<file path="src/rtl/regfile_sequencer.sv">
// regfile_sequencer: 4-state control FSM (IDLE/READ/EXEC/WRITE) driving a 16x32 register file.
// Optional macro REGSEQ_PERF_CNT_EN adds a 16-bit retired-instruction counter output.
module regfile_sequencer #(
    parameter int unsigned DATA_W = 32,
    parameter int unsigned ADDR_W = 4
) (
    input  logic              Clk,
    input  logic              reset,
    input  logic              instr_valid,
    output logic              instr_ready,
    input  logic [2:0]        op,
    input  logic [ADDR_W-1:0] rs,
    input  logic [ADDR_W-1:0] rt,
    input  logic [ADDR_W-1:0] rd,
    input  logic [DATA_W-1:0] imm,
    output logic              rf_we,
    output logic [ADDR_W-1:0] rf_addrA,
    output logic [ADDR_W-1:0] rf_addrB,
    output logic [ADDR_W-1:0] rf_addrIn,
    output logic [DATA_W-1:0] rf_regIn,
    input  logic [DATA_W-1:0] rf_A,
    input  logic [DATA_W-1:0] rf_B,
    output logic              done,
    output logic [DATA_W-1:0] result
`ifdef REGSEQ_PERF_CNT_EN
    ,
    output logic [15:0]       retired_cnt
`endif
);

    localparam logic [1:0] S_IDLE  = 2'd0;
    localparam logic [1:0] S_READ  = 2'd1;
    localparam logic [1:0] S_EXEC  = 2'd2;
    localparam logic [1:0] S_WRITE = 2'd3;

    localparam logic [2:0] OP_ADD = 3'd0;
    localparam logic [2:0] OP_SUB = 3'd1;
    localparam logic [2:0] OP_AND = 3'd2;
    localparam logic [2:0] OP_OR  = 3'd3;
    localparam logic [2:0] OP_XOR = 3'd4;
    localparam logic [2:0] OP_SLT = 3'd5;
    localparam logic [2:0] OP_SLL = 3'd6;
    localparam logic [2:0] OP_LDI = 3'd7;

    localparam int unsigned SH_W = $clog2(DATA_W);

    logic [1:0]        state_q,  state_d;
    logic [2:0]        op_q,     op_d;
    logic [ADDR_W-1:0] rd_q,     rd_d;
    logic [DATA_W-1:0] imm_q,    imm_d;
    logic [ADDR_W-1:0] addrA_q,  addrA_d;
    logic [ADDR_W-1:0] addrB_q,  addrB_d;
    logic [ADDR_W-1:0] addrIn_q, addrIn_d;
    logic [DATA_W-1:0] regIn_q,  regIn_d;
    logic [DATA_W-1:0] result_q, result_d;
    logic [DATA_W-1:0] alu_res;

    always_comb begin
        alu_res = '0;
        case (op_q)
            OP_ADD:  alu_res = rf_A + rf_B;
            OP_SUB:  alu_res = rf_A - rf_B;
            OP_AND:  alu_res = rf_A & rf_B;
            OP_OR:   alu_res = rf_A | rf_B;
            OP_XOR:  alu_res = rf_A ^ rf_B;
            OP_SLT:  alu_res = {{(DATA_W-1){1'b0}}, ($signed(rf_A) < $signed(rf_B))};
            OP_SLL:  alu_res = rf_A << rf_B[SH_W-1:0];
            OP_LDI:  alu_res = imm_q;
            default: alu_res = '0;
        endcase
    end

    always_comb begin
        state_d  = state_q;
        op_d     = op_q;
        rd_d     = rd_q;
        imm_d    = imm_q;
        addrA_d  = addrA_q;
        addrB_d  = addrB_q;
        addrIn_d = addrIn_q;
        regIn_d  = regIn_q;
        result_d = result_q;
        case (state_q)
            S_IDLE: begin
                if (instr_valid) begin
                    op_d    = op;
                    rd_d    = rd;
                    imm_d   = imm;
                    addrA_d = rs;
                    addrB_d = rt;
                    state_d = S_READ;
                end
            end
            S_READ:  state_d = S_EXEC;
            S_EXEC: begin
                result_d = alu_res;
                regIn_d  = alu_res;
                addrIn_d = rd_q;
                state_d  = S_WRITE;
            end
            S_WRITE: state_d = S_IDLE;
            default: state_d = S_IDLE;
        endcase
    end

    always_ff @(posedge Clk or posedge reset) begin
        if (reset) begin
            state_q  <= S_IDLE;
            op_q     <= '0;
            rd_q     <= '0;
            imm_q    <= '0;
            addrA_q  <= '0;
            addrB_q  <= '0;
            addrIn_q <= '0;
            regIn_q  <= '0;
            result_q <= '0;
        end else begin
            state_q  <= state_d;
            op_q     <= op_d;
            rd_q     <= rd_d;
            imm_q    <= imm_d;
            addrA_q  <= addrA_d;
            addrB_q  <= addrB_d;
            addrIn_q <= addrIn_d;
            regIn_q  <= regIn_d;
            result_q <= result_d;
        end
    end

    // Strobes decode from state so an async reset kills a pending write immediately.
    assign instr_ready = (state_q == S_IDLE);
    assign rf_we       = (state_q != S_WRITE);
    assign done        = (state_q == S_WRITE);
    assign rf_addrA    = addrA_q;
    assign rf_addrB    = addrB_q;
    assign rf_addrIn   = addrIn_q;
    assign rf_regIn    = regIn_q;
    assign result      = result_q;

`ifdef REGSEQ_PERF_CNT_EN
    logic [15:0] cnt_q, cnt_d;

    always_comb begin
        cnt_d = cnt_q;
        if (state_q == S_WRITE) cnt_d = cnt_q + 16'd1;
    end

    always_ff @(posedge Clk or posedge reset) begin
        if (reset) cnt_q <= '0;
        else       cnt_q <= cnt_d;
    end

    assign retired_cnt = cnt_q;
`endif

endmodule

</file>
<file path="config.mk">
export PLATFORM = sky130hd
export DESIGN_NAME = regfile_sequencer
export DESIGN_NICKNAME = d
export VERILOG_FILES = /design/src/rtl/regfile_sequencer.sv
export SDC_FILE = /design/constraint.sdc
export NUM_CORES = 1
export LEC_CHECK = 0
export BUFFER_PORTS_ARGS = -buffer_cell sky130_fd_sc_hd__buf_2
export CAP_MARGIN = 20
export CORE_UTILIZATION = 58
export DETAILED_ROUTE_END_ITERATION = 10
export PLACE_DENSITY = 0.86
export SLEW_MARGIN = 20
export SYNTH_ARGS = -nofsm -noshare
export SYNTH_HDL_FRONTEND = slang
export SYNTH_SLANG_ARGS = --single-unit
</file>
<file path="constraint.sdc">
create_clock -name Clk -period 3.1 [get_ports Clk]
set_clock_uncertainty 0.1 [all_clocks]
set_input_delay 0.31 -clock Clk [delete_from_list [all_inputs] [get_ports Clk]]
set_output_delay 0.31 -clock Clk [all_outputs]
set_load 0.1 [all_outputs]
</file>
-- After elaboration in Yosys (flattened, before gate mapping)
Cells that the tools add are included.
- input bits: 114
- output and inout port bits: 79
- flip-flop bits (word level): 85
- shift operators: 1
- bitwise logic cells: 3
- add/sub/neg operators: 2
- order comparisons: 1
- equality and inequality tests: 12
- reduce and logical (&&, ||, !) cells: 3
- muxes and demuxes: 3
- operators with widths (kind ; number):
    case mux 32 bit (8 select lines) ; 1
    adder 32 bit ; 1
    bitwise AND 32 bit ; 1
    less-than comparator 32 bit ; 1
    bitwise OR 32 bit ; 1
    << shifter 32 x 5 -> 32 bit ; 1
    subtractor 32 bit ; 1
    XOR 32 bit ; 1
    equality test 3 bit, second input constant ; 4
    case mux 2 bit (4 select lines) ; 1
    equality test 3 x 2 -> 1 bit, second input constant ; 2
    equality test 2 bit, second input constant ; 2
    != test 2 bit, second input constant ; 2
    equality test 3 x 1 -> 1 bit, second input constant ; 1
    zero test 3 bit ; 1
    equality test 2 x 1 -> 1 bit, second input constant ; 1
    zero test 2 bit ; 1
    2-to-1 mux 2 bit ; 1
    AND reduction 2 bit ; 1

-- Depth between registers and ports, before layout
Gate-level depths: netlist of run 1.
- word-level depth: 2
- depth in mapped cells: 14
- depth with buffers taken out: 12

-- Worst setup path after synthesis of run 1
No wires, ideal clock.
- path kind: input -> register
- start point: in rf_B[2]
- end point: reg result_q[22] (netlist: result[22])
- stages: 14
- library setup time: 0.131 ns
- slack: -0.670 ns
- data arrival time: 3.538 ns
- required time: 2.869 ns
- cell sequence: inv_2 -> buf_1 -> clkbuf_1 -> ha_1 -> buf_2 -> o21ba_2 -> nor2_1 -> a221o_1 -> a311oi_4 -> o21bai_1 -> a21o_1 -> and3_4 -> o31a_1 -> or3b_1
- cells in the longest elaborated chain, start to end: 2
- elaborated cells on any way between the ends: 4
- those cells by class: 2 x add/sub; 1 x shift; 1 x mux
- RTL lines (item ; RTL line ; text):
    from (decl) ; 22 ; input logic [DATA_W-1:0] rf_B,
    subtractor 32 bit, or another cell as far along ; 62 ; OP_SUB: alu_res = rf_A - rf_B;
    case mux 32 bit (8 select lines) * ; 60 ; case (op_q)
    to (signal assigned) ; 126 ; result_q <= result_d;
    to (decl) ; 55 ; logic [DATA_W-1:0] result_q, result_d;
Mark *: on every way between the ends. The rest lies on a longest branch, timed or not.
A chain may end at the register's enable or synchronous reset.

-- Worst setup path in the final report of run 1
- start point: in rf_B[1]
- end point: reg result_q[24] (netlist: result[24])
Same word-level chain as after synthesis.

==> impl_metrics.toml, run 1 <==
[setup_path]
critical_path.max_stage_delay_ns = 0.45
critPathMostFrequentCell = "buf_4"
crit_fanout = 5
worstPathRequired_ns = 3.24
worstSetupPathType = "input port to register"
start_kind = "input port"
cp.arrival_ns = 3.18
cp-startpoint = "rf_B[1]"
crit_chain = "buf_2, inv_1, buf_4, fa_1, nor2b_1, o31ai_1, a21oi_1, buf_4, o41ai_2, o41ai_2, buf_4, a21oi_1, o2111a_1, o32a_1"
crit_path_end_kind = "register"
r2r_start = "op_q[1]"
slowest_stage = "o41ai_2"

[grt]
track_usage_pct = 46.35
grt.overflow.total = 0
grt_max_degree = 45
grt_pass1_wl_um = 63830
grt_pass1_vias = 11250
antenna_found_initial = 1

[final_layout]
stdcell_area_sq_um = 13230
area_growth_syn_to_layout_pct = 27.42
regArea_sq_um = 2128
multi_input_area_sq_um = 7337
nets = 1847
diodes = 0
fin_util_pct = 76.20
n_fill_cell = 1304
drive_gt1_share_pct = 33.99

[yosys]
synth_top_area_share_pct = 20.49
synthesis.area_sq_um = 10380
synth_seq_area_share_pct = 20.49
synthTopCellsByCount = "nand2_1, a21oi_1, nor2_1, o21ai_0, inv_1"
async_flop_share_pct = 100.0
ys_types = 74
yosys_warnings = 0
synth_ff_type = "dfrtp_1"
synth_largest_area_cell = "dfrtp_1"
syn_area_per_cell_sq_um = 7.912
synth_seq_cells = 85
ys_top_cells_by_area = "dfrtp_1, ha_1, mux2_2"
syn_nets = 1528
post-synth-top-count-cell = "nand2_1"
synth-edff-count = 0
syn_inst = 1312

[timing]
fin_crit_sh_pct = 98.09
min_period_ns = 3.041
report.final.slew_viol_count = 0
setup_viol = 0
hold_violations = 5
tightest_slew_ns = 1.237
hold_ws_ns = -0.007308
max_freq_ghz = 0.3288
grt_setup_unrepaired = "no"
slew_headroom_pct = 17.31

[clock_network]
ctsHoldBuffers = 0
clockRootBuffer = "clkbuf_16"
path_clk_slew_ns = 0.08
cts_tree = "done"
cts_sinks = 85
clock_path_buffers = 2
cts_buffers = 9
clock_latency_ns = 0.35
htreeDepth = 3

[floorplanning]
rows = 48
initial_core_util_pct = 59.80
die-area_sq_um = 18430
die_h_um = 135.8
coreArea_sq_um = 17360
ios = 193
fp.dieW_um = 135.8

[route]
drt_iter0_drc = 1460
vias_per_cell = 6.555
drcViolationCount = 0
ant_nets = 0
drt_wl_total_um = 42730
wl_per_cell_um = 22.96
vias = 12200
first_pass_iters = 8

[placed_design]
port_buffers = 192
gp_congestion = 1.064
hpwlAfterDp_um = 33810
place_area_sq_um = 12850

[flow_run]
maxCapViolCount = 0

[power_and_ir_drop]
cellPowerDensity_nw_per_um2 = 1006
peakVddDrop_uv = 1104
leakage_nw = 6.425

[status]
outcome = "complete, but fails checks"
violations = "negative hold slack"

[worst_hold_path]
min_path_type = "input port to async pin"
-- per-stage QoR --
| step | hold slack (ns) | TNS [ns] | cells | setup slack [ns] | total power [W] |
|---|---|---|---|---|---|
| final | -0.007308 | 0 | 1861 | 0.05906 | 0.01331 |
| after global routing | 0.05478 | 0 | 1861 | 0.005496 | 0.01376 |
| after CTS | 0.02703 | 0 | 1861 | 0.008175 | 0.01305 |
| after detailed placement | 0.3841 | -5.010 | 1845 | -0.4614 | 0.01183 |
| after global placement | 0.3771 | -5.217 | 1845 | -0.4808 | 0.01167 |
| after floorplan | 0.2963 | -0.08213 | 1312 | -0.08213 | 0.009376 |
-- per-layer routing --
| layer | vias up | share of wire (%) | GRT usage (%) |
|---|---|---|---|
| met2 | 980 | 43 | 69.56 |
| met5 | - | 0.030 | 0 |
| li1 | 5346 | - | - |
| met4 | 2 | 5.2 | 22.66 |
| met1 | 5703 | 38 | 60.48 |
| met3 | 168 | 14 | 13.62 |
-- timing repair --
action,CTS,global route
pin swaps,0,0
buffers inserted,0,0
cloned,0,0
gates resized for setup,4,7
endpoints found under the setup margin,8,11
-- layout make-up --
cell class,count,share of cell area (%)
multi-input cells,999,55.47
repair buffers,424,20.72
flip-flops and latches,85,16.09
inverters,112,3.207
well taps,225,2.128
clock buffers,10,1.807
clock inverters,6,0.5771
-- cells in the final DEF (no fill, tap or decap), drive strengths merged, types with 12 or more instances in the layout --
| master | n |
|---|---|
| nor2 | 111 |
| mux4 | 22 |
| nand3 | 17 |
| inv | 111 |
| xnor2 | 24 |
| o211ai | 12 |
| a21oi | 114 |
| nor3 | 24 |
| buf | 424 |
| dfrtp | 85 |
| a221oi | 23 |
| mux2 | 63 |
| o31ai | 13 |
| o21bai | 13 |
| nand2 | 125 |
| ha | 100 |
| mux2i | 26 |
| and3 | 12 |
| a211oi | 24 |
| o21ai | 108 |
-- power by group --
group	internal [W]	switching (W)	total, W
clock	0.000664	0.000563	0.00123
sequential	0.00169	0.000450	0.00214
combinational	0.00262	0.00732	0.00994
total	0.00497	0.00833	0.0133
-- critical path, delay by kind of cell --
kind	cells	cell delay, ns
and+or+nand+nor	1	0.16
adders and majority gates	1	0.43
AOI/OAI and AO/OA	7	1.55
buffers and inverters	5	0.71
-- registers in the layout, indices dropped and copies added (netlist names) --
signal	cells
rf_addrIn	4
result	32
state_q	2
imm_q	32
rf_addrB	4
rd_q	4
rf_addrA	4
op_q	3
-- cell families after synthesis --
family	Yosys count	synth area share, %
xor+xnor	25	2.109
mux	111	14.12
compound gates	412	25.99
simple gates	349	15.24
flops	85	20.49
fa+ha+maj	102	12.44
buf+inv	228	9.619
-- final timing paths --
check | endpoint | slack, ns | cells after the start
max in group asynchronous | result[30] | 2.18 | 3
min reg2reg | result[19] | 0.40 | 1
max | result[24] | 0.06 | 14
min in group Clk | rf_addrA[0] | 0.08 | 2
max reg2reg | result[19] | 0.37 | 9
min | result[1] | -0.007 | 2
Power figures use the tool's default switching activity.
==> run 2: changes to the inputs <==
==> constraint.sdc (replaced) <==
create_clock -name Clk -period 3.1 [get_ports Clk]
set_clock_uncertainty 0.1 [all_clocks]
set_input_delay 0 -clock Clk [delete_from_list [all_inputs] [get_ports Clk]]
set_output_delay 0 -clock Clk [all_outputs]
set_load 0.1 [all_outputs]
==> run 2 against run 1 <==
- the run now ends clean
- core utilization fell by 1.5 points
- worst setup slack improved by 0.14 ns
- sequential share of layout area rose by 0.33 points
- non-clock buffer count fell by 41
- via count barely moved
- fmax rose by 4.9%
- final cell count fell by 2.1%
- critical path type unchanged
==> impl_metrics.toml, run 2 (synthesis results as in run 1) <==
[clock_network]
htreeDepth = 3
cts_buffers = 9
path_clk_slew_ns = 0.09
clockRootBuffer = "clkbuf_16"
clock_latency_ns = 0.37
post_cts_buffers = 0
clock_path_buffers = 2
cts_sinks = 85
cts_tree = "done"

[floorplanning]
rows = 48
fp.dieW_um = 135.8
die_h_um = 135.8
initial_core_util_pct = 59.80
coreArea_sq_um = 17360
die-area_sq_um = 18430
ios = 193

[setup_path]
crit_fanout = 4
cp-startpoint = "rf_B[1]"
critPathMostFrequentCell = "nor4_1"
cp.arrival_ns = 3.04
slowest_stage = "a2111oi_0"
start_kind = "input port"
crit_chain = "buf_2, inv_1, ha_1, nor3_1, o31ai_1, a2111oi_0, nor4_1, o221a_2, nor4_1, o21ai_0, a211oi_1, nor3b_1"
worstSetupPathType = "input port to register"
worstPathRequired_ns = 3.24
crit_path_end_kind = "register"
critical_path.max_stage_delay_ns = 0.73
r2r_start = "op_q[0]"

[route]
wl_per_cell_um = 24.14
drt_iter0_drc = 1449
first_pass_iters = 8
vias_per_cell = 6.695
met3_length_um = 5805
vias = 12200
drt_wl_total_um = 43990
ant_nets = 0
wl_met1_um = 16610
drcViolationCount = 0
wl_met2_um = 19080
top_layer = "met5"

[timing]
fin_crit_sh_pct = 93.49
tightest_slew_ns = 0.9318
min_period_ns = 2.898
slew_headroom_pct = 37.69
max_freq_ghz = 0.3450
report.final.slew_viol_count = 0
hold_violations = 0
setup_viol = 0
fin_ws_ns = 0.2018
grt_setup_unrepaired = "no"

[final_layout]
area_growth_syn_to_layout_pct = 24.86
layout_commonest_cell = "buf_2"
drive_gt1_share_pct = 28.53
regArea_sq_um = 2128
multi_input_area_sq_um = 7259
n_fill_cell = 1321
nets = 1806
final_cell_mix = "buf_2, buf_4, nand2_1"

[grt]
track_usage_pct = 48.11
grt_max_degree = 54
grt_pass1_vias = 11400
grt.overflow.total = 0
antenna_found_initial = 3
grt_pass1_wl_um = 66130

[power_and_ir_drop]
leakage_nw = 6.169
finalPower_w = 0.01325
cellPowerDensity_nw_per_um2 = 1023
peakVddDrop_uv = 988.8

[placed_design]
post-place-ws_ns = -0.05204
port_buffers = 192
gp_congestion = 1.090
hpwlAfterDp_um = 32440

[flow_run]
maxCapViolCount = 0

[worst_hold_path]
min_path_type = "input port to register"
min_from = "rf_B[8]"

[status]
outcome = "finished, final reports clean"
run 2: cell count changes in the layout (fill, tap and decap cells not counted), sizes merged:
cell / change
diode: +2
inv: +2
buf: -90
bufinv: -1
clkinvlp: +1
clkinv: -2
dlygate4sd3: +49
run 2: worst paths after layout:
kind | to | slack (ns) | depth (start not counted)
setup reg to reg | result[24] | 0.21 | 7
hold / removal | result[9] | 0.21 | 5
max in group asynchronous | result[11] | 1.87 | 4
min in group asynchronous | rf_addrB[0] | 0.23 | 3
setup / recovery | result[27] | 0.20 | 12
hold reg to reg | result[17] | 0.41 | 1
run 2: stage by stage:
| stage | std cells | hold WS, ns | util (%) | cell area (sq um) | setup TNS, ns |
|---|---|---|---|---|---|
| 5_1_grt | 1820 | 0.2409 | 74.64 | 12950 | 0 |
| 4_1_cts | 1820 | 0.1970 | 74.64 | 12950 | 0 |
| 6_report | 1822 | 0.2118 | 74.67 | 12960 | 0 |
| 2_1_floorplan | 1312 | -0.01373 | - | 10390 | 0 |
| 3_3_place_gp | 1755 | 0.01943 | 70.18 | 12180 | -0.008874 |
| 3_5_place_dp | 1755 | 0.02928 | 70.18 | 12180 | -0.1057 |
run 2: critical path, delay by kind of cell:
family,cells,cell delay [ns]
simple gates,4,0.89
buf+inv,2,0.20
fa+ha+maj,1,0.27
compound gates,5,1.66
run 2: timing repair:
action	in CTS	in global routing
gates resized for setup	0	0
setup endpoints to repair	0	0
hold endpoints to repair	100	0
hold buffers	49	0
run 2: routing by layer:
| metal | GRT usage [%] | vias to the layer above |
|---|---|---|
| met5 | 0 | - |
| met3 | 12.20 | 213 |
| met4 | 26.53 | 2 |
| met1 | 62.06 | 5724 |
| li1 | - | 5246 |
| met2 | 73.27 | 1013 |
run 2: power by group:
group / internal, W / total (W) / switching [W] / leakage [nW]
Combinational: 0.00256 / 0.00990 / 0.00733 / 5.04
Sequential: 0.00169 / 0.00221 / 0.000517 / 0.993
Clock: 0.000563 / 0.00114 / 0.000580 / 0.136
Total: 0.00482 / 0.0133 / 0.00843 / 6.17
run 2: cell type report:
cell class	instances	area share (%)
Clock inverter	6	0.4151
Antenna cell	2	0.03862
Tap cell	225	2.172
Inverter	112	3.263
Multi-Input combinational cell	999	56.01
Timing Repair Buffer	383	19.91
Sequential cell	85	16.42
Clock buffer	10	1.767
==> run 3: changes to the inputs <==
--- a/config.mk
+++ b/config.mk
@@ -7,9 +7,10 @@
 export LEC_CHECK = 0
 export BUFFER_PORTS_ARGS = -buffer_cell sky130_fd_sc_hd__buf_2
 export CAP_MARGIN = 20
-export CORE_UTILIZATION = 58
+export CORE_UTILIZATION = 52
 export DETAILED_ROUTE_END_ITERATION = 10
-export PLACE_DENSITY = 0.86
+export GPL_TIMING_DRIVEN = 0
+export PLACE_DENSITY = 0.81
 export SLEW_MARGIN = 20
 export SYNTH_ARGS = -nofsm -noshare
 export SYNTH_HDL_FRONTEND = slang
==> constraint.sdc (replaced) <==
create_clock -name Clk -period 2.6 [get_ports Clk]
set_clock_uncertainty 0.1 [all_clocks]
set_input_delay 0 -clock Clk [delete_from_list [all_inputs] [get_ports Clk]]
set_output_delay 0 -clock Clk [all_outputs]
set_load 0.1 [all_outputs]
==> run 3 against run 2 <==
- the run now ends with negative setup slack left
- register-to-register slack got worse by 0.29 ns
- worst hold slack got worse by 0.055 ns
- clock power rose by 25%
- non-clock buffer count increased by 2
- core utilization is 4.1 points lower
==> impl_metrics.toml, run 3 (synthesis results as in run 1) <==
[status]
outcome = "complete, but fails checks"
violations = "negative setup slack"

[grt]
grt_pass1_wl_um = 72090
track_usage_pct = 48.64
grt_pass1_vias = 11820
antenna_found_initial = 2
grt.overflow.total = 0
grt_max_degree = 44

[final_layout]
drive_gt1_share_pct = 33.31
final_cell_mix = "buf_2, nand2_1, nor2_1"
stdcell_area_sq_um = 13780
layout_commonest_cell = "buf_2"
fin_util_pct = 70.56
area_growth_syn_to_layout_pct = 32.73
regArea_sq_um = 2128
nets = 1808
n_fill_cell = 1566
multi_input_area_sq_um = 7944

[timing]
hold_violations = 0
max_freq_ghz = 0.3731
fin_crit_sh_pct = 103.1
grt_setup_unrepaired = "yes"
report.final.slew_viol_count = 0
fin_ws_ns = -0.08002
setup_viol = 8
hold_ws_ns = 0.1567
min_period_ns = 2.680
tightest_slew_ns = 0.9102
slew_headroom_pct = 39.13

[route]
first_pass_iters = 9
vias = 12420
drcViolationCount = 0
drt_iter0_drc = 1580
drt_wl_total_um = 50070
wl_per_cell_um = 26.88
ant_nets = 0
vias_per_cell = 6.667

[setup_path]
crit_buf_inv = 4
worstSetupPathType = "register to register"
crit_chain = "clkbuf_4, buf_4, buf_4, buf_4, a21oi_1, o21ai_0, o221ai_1, o211ai_1, o21ai_0"
slowest_stage = "dfrtp_2"
crit_fanout = 10
crit_path_end_kind = "register"
worstPathRequired_ns = 2.74
start_kind = "register"
cp.arrival_ns = 2.82
critPathMostFrequentCell = "buf_4"
critical_path.max_stage_delay_ns = 0.50
crit_family = "buffers and inverters"

[floorplanning]
initial_core_util_pct = 53.16
rows = 51
die-area_sq_um = 20530
coreArea_sq_um = 19530
die_h_um = 143.3
ios = 193
fp.dieW_um = 143.3

[clock_network]
clock_path_buffers = 2
cts_sinks = 85
path_clk_slew_ns = 0.10
htreeDepth = 3
cts_tree = "done"
cts_buffers = 9
clock_latency_ns = 0.37
clockRootBuffer = "clkbuf_16"

[power_and_ir_drop]
peakVddDrop_uv = 1057
leakage_nw = 6.224
finalPower_w = 0.01677
cellPowerDensity_nw_per_um2 = 1217

[flow_run]
maxCapViolCount = 0

[placed_design]
place_area_sq_um = 11810
hpwlAfterDp_um = 36900
port_buffers = 192
gp_congestion = 1.059
post-place-ws_ns = -1.597

[worst_hold_path]
min_path_type = "input port to register"
-- run 3: cell types whose count changed in the layout (fill, tap and decap cells not counted), sizes merged --
cell and change:
diode -1, bufbuf +1, clkinvlp +3, clkinv -2
buf -52, clkbuf +53, inv -1
-- run 3: final timing paths --
check	start	end	slack, ns	cells past startpoint
max in group asynchronous	reset	result[26]	1.51	4
min in group asynchronous	reset	imm_q[12]	0.19	3
setup / recovery	op_q[0]	result[12]	-0.08	9
hold / removal	rf_B[8]	result[9]	0.16	5
setup reg to reg	op_q[0]	result[12]	-0.08	9
hold reg to reg	rf_addrIn[0]	rf_addrIn[0]	0.41	1
-- run 3: cell type report --
cell class	count	share of cell area (%)
Sequential cell	85	15.45
Multi-Input combinational cell	999	57.66
Inverter	112	3.378
Clock inverter	6	0.3905
Tap cell	265	2.407
Antenna cell	1	0.01816
Buffer	102	5.213
Clock buffer	10	1.662
Timing Repair Buffer	283	13.82
-- run 3: stage by stage --
stage,std cells,setup TNS [ns]
6_report,1863,-0.2594
3_3_place_gp,1769,-110.59
2_1_floorplan,1312,-0.3223
4_1_cts,1848,0
3_5_place_dp,1770,-38.28
5_1_grt,1863,-0.3698
-- run 3: power by group --
group	switching (W)	internal (W)
registers	0.000658	0.00202
clock network	0.000744	0.000673
logic	0.00937	0.00331
-- run 3: metal layers --
layer  global-route usage, %  part of all wire (%)
met1                   60.72                    37
met2                   73.50                    42
met3                   14.59                    14
met4                   29.90                   7.0
met5                       0                 0.026
-- run 3: worst reg2reg max path: stages (launching register included) --
cell and delay (ns):
dfrtp_2 0.50, clkbuf_4 0.27, buf_4 0.26, buf_4 0.32
buf_4 0.29, a21oi_1 0.06, o21ai_0 0.17, o221ai_1 0.13
o211ai_1 0.27, o21ai_0 0.18
-- run 3: what timing repair did --
action | 4_1_cts | 5_1_grt
hold buffers | 49 | 0
hold endpoints to repair | 91 | 0
resized for setup | 159 | 97
pin swaps | 25 | 36
gates cloned | 1 | 0
setup buffers | 25 | 15
endpoints found under the setup margin | 35 | 24
